File: src/rtl/fft_stage_sequencer.sv
// rtl/fft_stage_sequencer.sv - radix-2 FFT stage/bundle sequencer with per-lane twiddle indices.
// Optional cycle counter built only when FFT_SEQ_PERF_EN is defined.
module fft_stage_sequencer #(
  parameter int LOGN = 8
) (
  input  logic                  clk,
  input  logic                  rst,
  input  logic                  start,
  input  logic                  in_valid,
  output logic                  load_ready,
  output logic [LOGN-1:0]       ld_addr,
  output logic                  bf_valid,
  input  logic                  bf_ready,
  output logic [3:0]            bf_stage,
  output logic [LOGN-2:0]       bf_base,
  output logic [8*(LOGN+1)-1:0] tw_idx,
  output logic                  bf_last,
  input  logic                  wb_done,
  output logic                  busy,
  output logic                  done,
  output logic [31:0]           perf_cycles
);

  localparam int TW = LOGN + 1;
  localparam int N  = 1 << LOGN;
  localparam logic [LOGN-1:0] LD_LAST    = '1;
  localparam logic [LOGN-2:0] LAST_BASE  = (LOGN-1)'(N/2 - 8);
  localparam logic [LOGN-2:0] BASE_STEP  = (LOGN-1)'(8);
  localparam logic [3:0]      STAGE_LAST = 4'(LOGN);

  typedef enum logic [2:0] {S_IDLE, S_LOAD, S_RUN, S_WAIT, S_FINISH} state_t;
  state_t state;

  // Lane k twiddle: 2^s + ((base+k) >> (LOGN-s)); base is a multiple of 8 so base+k never carries out.
  function automatic logic [8*TW-1:0] calc_tw(input logic [3:0] s, input logic [LOGN-2:0] base);
    logic [8*TW-1:0] r;
    logic [TW-1:0]   b;
    logic [TW-1:0]   one;
    r = '0;
    for (int k = 0; k < 8; k++) begin
      b   = TW'(base) + TW'(k);
      one = TW'(1) << s;
      r[k*TW +: TW] = one + (b >> (LOGN - int'(s)));
    end
    return r;
  endfunction

  always_ff @(posedge clk or posedge rst) begin
    if (rst) begin
      state      <= S_IDLE;
      load_ready <= 1'b0;
      ld_addr    <= '0;
      bf_valid   <= 1'b0;
      bf_stage   <= '0;
      bf_base    <= '0;
      tw_idx     <= '0;
      bf_last    <= 1'b0;
      busy       <= 1'b0;
      done       <= 1'b0;
    end else begin
      done <= 1'b0;
      case (state)
        S_IDLE: begin
          if (start) begin
            state      <= S_LOAD;
            load_ready <= 1'b1;
            ld_addr    <= '0;
            busy       <= 1'b1;
          end
        end
        S_LOAD: begin
          if (in_valid) begin
            if (ld_addr == LD_LAST) begin
              state      <= S_RUN;
              load_ready <= 1'b0;
              bf_valid   <= 1'b1;
              bf_stage   <= 4'd1;
              bf_base    <= '0;
              tw_idx     <= calc_tw(4'd1, '0);
              bf_last    <= (LAST_BASE == '0);
            end else begin
              ld_addr <= ld_addr + 1'b1;
            end
          end
        end
        S_RUN: begin
          if (bf_ready) begin
            if (bf_last) begin
              state    <= S_WAIT;
              bf_valid <= 1'b0;
            end else begin
              bf_base <= bf_base + BASE_STEP;
              tw_idx  <= calc_tw(bf_stage, bf_base + BASE_STEP);
              bf_last <= ((bf_base + BASE_STEP) == LAST_BASE);
            end
          end
        end
        S_WAIT: begin
          if (wb_done) begin
            if (bf_stage < STAGE_LAST) begin
              state    <= S_RUN;
              bf_valid <= 1'b1;
              bf_stage <= bf_stage + 4'd1;
              bf_base  <= '0;
              tw_idx   <= calc_tw(bf_stage + 4'd1, '0);
              bf_last  <= (LAST_BASE == '0);
            end else begin
              state <= S_FINISH;
              done  <= 1'b1;
            end
          end
        end
        S_FINISH: begin
          state <= S_IDLE;
          busy  <= 1'b0;
        end
        default: state <= S_IDLE;
      endcase
    end
  end

`ifdef FFT_SEQ_PERF_EN
  always_ff @(posedge clk or posedge rst) begin
    if (rst) begin
      perf_cycles <= '0;
    end else if (state == S_IDLE && start) begin
      perf_cycles <= '0;
    end else if (busy) begin
      perf_cycles <= perf_cycles + 32'd1;
    end
  end
`else
  assign perf_cycles = '0;
`endif

endmodule
File: config.mk
export PLATFORM = sky130hd
export DESIGN_NAME = fft_stage_sequencer
export DESIGN_NICKNAME = d
export VERILOG_FILES = /design/src/rtl/fft_stage_sequencer.sv
export SDC_FILE = /design/constraint.sdc
export NUM_CORES = 1
export LEC_CHECK = 0
export CAP_MARGIN = 20
export CORE_MARGIN = 1.5
export CORE_UTILIZATION = 33
export CTS_BUF_LIST = sky130_fd_sc_hd__clkbuf_16
export CTS_CLUSTER_DIAMETER = 200
export DETAILED_ROUTE_END_ITERATION = 8
export GPL_TIMING_DRIVEN = 1
export HOLD_SLACK_MARGIN = 0.1
export PLACE_DENSITY = 0.61
export RECOVER_POWER = 25
export SLEW_MARGIN = 20
export SYNTH_ARGS = -nofsm -noshare
export SYNTH_HDL_FRONTEND = slang
export SYNTH_SLANG_ARGS = --single-unit
File: constraint.sdc
create_clock -name clk -period 3.7 [get_ports clk]
set_input_delay 0.74 -clock clk [delete_from_list [all_inputs] [get_ports clk]]
set_output_delay 0.74 -clock clk [all_outputs]
set_load 0.01 [all_outputs]
==> results.txt <==
STA classifies the critical path endpoint as a register. Sorting the synthesized cells by how often they occur yields 96 x dfrtp_1, 79 x a21oi_1, 78 x o21ai_0. The data required time of the worst path was 3.92 ns; the clock latency at the later pin of the worst-skew pair was 0.36 ns.

The tree is rooted in a clkbuf_16. Global routing consumed, over all layers together, 20.1% of the routing resources. Excluding fillers, the count of instances in the completed layout stands at 1417. The number of hold violations in the final report was 0; the number of global-route vias before repair was 7171.

Synthesis instantiated 69 different standard cells from the library. Measured against its own limit, the worst slew margin works out to -31.0%. The die covers 26300 sq um. The longest clock path from root to sink contains 2 buffers. The actual slew at the worst max-slew pin was 1.97 ns; the final max-slew violation count was 49. For the static leakage, the log shows 4.66 nW. Synthesis handed over a netlist of 973 instances.

The tools report the number of standard-cell rows in the floorplan as 58. After global routing the overflow that remains totals 0. The share of layout cells above drive strength 1 works out to 10.9%. The most numerous cell in the Yosys netlist was dfrtp_1. The run finished, with violations left. The tightest hold path in the finished design has a slack of 0.476 ns. For the final routed database, the setup TNS stands at 0 ns. The first global-routing pass estimated 41000 um of wire. For this run, the number of Yosys warnings is 0. The critical path startpoint category was a register.

Dividing the final minimum period by the clock period gives 96.3%. CTS built an H-tree with a depth of 3. The diode insertion count for antenna repair came out at 0. After synthesis, the cell types taking the most area are dfrtp_1 29%, ha_1 9.7%, a21oi_1 4.7%, o21ai_0 4.7%, xnor2_1 4.5%. The detail route stage leaves a number of antenna-violating nets equal to 0. The via count normalized by instance count was 5.29. At the worst endpoint, the arrival time is 3.78 ns. The area growth from synthesis to layout is 21.4%.

Number of DRC violations after detailed-routing iteration 0: 528. The worst flop-to-flop path startpoint was bf_stage[0]. The share of Yosys cell area claimed by the top area cell type is 28.7%, and the net count reported at finish is 1167. The number of sinks driven by the clock tree was 96.

For the netlist area before placement, the log shows 8370 sq um. The biggest area contributor in the post-synthesis netlist is dfrtp_1. The checks that failed: capacitance limit, slew limit. The share of the Yosys chip area taken by registers is 28.7%. Timing would allow up to 281 MHz. The mean area per synthesized cell was 8.60 sq um. Aggregate routed wire length: 26300 um. The initial antenna violation count was 0.

In this run, CTS created clock tree buffers numbering 9. Counting flops with a built-in enable in the synthesized netlist gives 0. The post-layout minimum cycle time came out at 3.56 ns. The number of max-capacitance violations reported was 1; the maximum fanout along the worst path was 32. The synthesized design contains 96 register bits. During I/O placement, the number of pins put on the boundary was 134. In the synthesized netlist the async set-or-reset flop fraction comes to 100%. For this run, the detailed router's first-pass iteration total came to 8. The worst hold path class is reg2reg. In the final routed layout, each cell accounts on average for 18.5 um. Maximum number of pins on one net before global-route repair: 64. Tracing the worst setup path back leads to its startpoint at bf_stage[0]. The placed cell count was 1400.

The die is 162 um wide. The power per cell area is 819 nW/um^2. The worst hold path begins at tw_idx[47]. The routed layout has 7501 vias. In the routed design, unresolved DRC markers number 0. At the end of the flow the core is filled with cells to 40.6%.

After clock tree synthesis, the clock-pin slew on the worst setup and hold paths is 0.07 ns. Setup skew after layout: 0.0115 ns. Once the floorplan was initialized, standard cells occupied 33.4% of the core. Measured along the y axis, the die boundary spans 162 um. The run gives 0 as the final setup violation count. Detailed placement ended at an HPWL of 20500 um.

Setup repair after global routing could not meet its margin everywhere. At the end of routability-driven placement, the weighted congestion stood at 0.972. Buffers placed on the I/O ports in this run total 98. The critical path is of the reg2reg type. VDD sags by at most 0.525 mV. Among all flip-flop cells after synthesis, the most frequent one is dfrtp_1. TritonCTS built the clock tree. In this run the standard cell core region covers 25000 sq um.
==> sequential cells by signal (all words and copies together), names as in the netlist <==
name        flops
bf_stage        4
state           3
ld_addr         8
bf_valid        1
bf_base         4
busy            1
done            1
load_ready      1
tw_idx         72
bf_last         1
==> repair_timing <==
action                     in CTS  in global routing
hold endpoints to repair        0                  0
buffers inserted                0                  1
gates resized for setup         1                 19
setup endpoints to repair       1                 27
pin swaps                       0                  2
hold buffers                    0                  0
==> worst max-delay path, stage by stage, from the launching register on <==
cell and delay [ns]:
dfrtp_2 0.43, buf_12 0.18, ha_2 0.22, ha_4 0.28
inv_1 0.07, ha_1 0.30, nand2_1 0.08, or3_4 0.37
inv_1 0.09, ha_1 0.24, a21o_1 0.17, a21oi_1 0.33
xnor2_1 0.15, a22oi_1 0.39, o21ai_0 0.12
==> worst paths after layout <==
path / end / slack, ns / depth (start not counted)
worst max-delay path: tw_idx[39] / 0.14 / 14
worst max register to register: tw_idx[39] / 0.14 / 14
worst min register to register: tw_idx[47] / 0.48 / 2
worst min-delay path: tw_idx[47] / 0.48 / 2
max in group asynchronous: bf_base[3] / 0.91 / 2
min in group asynchronous: tw_idx[49] / 1.49 / 2
==> layer usage <==
metal / GRT usage (%) / share of wire (%) / up-vias
met1: 27.1 / 45 / 3641
li1: - / - / 3620
met4: 5.55 / 2.0 / 0
met5: 0 / 0 / -
met3: 3.14 / 5.2 / 25
met2: 33.5 / 47 / 215
==> where the power goes <==
| group | leakage, nW | switching (mW) | total [mW] | internal [mW] |
|---|---|---|---|---|
| registers | 1.28 | 0.242 | 1.55 | 1.31 |
| logic | 3.25 | 3.60 | 5.93 | 2.33 |
| clock network | 0.133 | 0.399 | 0.842 | 0.443 |
==> cell usage in the layout (no fill, tap or decap), drive strengths merged, types with 5 or more instances in the layout <==
| cell | n |
|---|---|
| conb | 36 |
| nand2b | 11 |
| inv | 33 |
| a211o | 5 |
| nand4 | 12 |
| nand2 | 70 |
| nor3b | 5 |
| a211oi | 9 |
| o21a | 6 |
| nand3 | 17 |
| clkbuf | 9 |
| a21o | 27 |
| a21oi | 79 |
| o21bai | 6 |
| dfrtp | 96 |
| nor2 | 73 |
| and3 | 12 |
| a22o | 19 |
| clkdlybuf4s50 | 97 |
| o31ai | 10 |
| nor3 | 31 |
| mux2i | 16 |
| ha | 65 |
| a221oi | 7 |
| a31oi | 8 |
| fa | 14 |
| xor2 | 34 |
| and2 | 7 |
| clkinv | 6 |
| a22oi | 10 |
| o21ai | 93 |
| nor4 | 6 |
| xnor2 | 44 |
| nor2b | 16 |
| buf | 61 |
==> final cells by class <==
type	instances	area, sq um
fill	2547	14900
multi-input combinational	784	5500
sequential	96	2400
timing repair buffer	159	1460
tap	330	413
clock buffer	9	225
inverter	32	120
clock inverter	7	30.0
==> metrics by stage <==
step	power [mW]	cell area, sq um	worst slack, ns
after floorplan	5.20	8510	0.00224
after global placement	7.31	9830	0.0527
after detailed placement	7.32	9830	0.0166
after CTS	8.20	10100	0.0346
after global routing	8.96	10200	-0.0114
final	8.32	10200	0.136
==> cell families (layout without fill, tap and decap cells) <==
| kind of cell | count (synthesis) | after routing | synth area share, % |
|---|---|---|---|
| AOI/OAI and AO/OA | 307 | 307 | 23.9 |
| and+or+nand+nor | 265 | 265 | 15.3 |
| buffers and inverters | 128 | 207 | 8.00 |
| DFF | 96 | 96 | 28.7 |
| adders and majority gates | 79 | 79 | 13.1 |
| xor gates and xnor gates | 78 | 78 | 8.48 |
| muxes | 19 | 19 | 2.47 |
| other | 1 | 36 | 0.0448 |
Note: power is estimated with default switching activity, not from simulation.
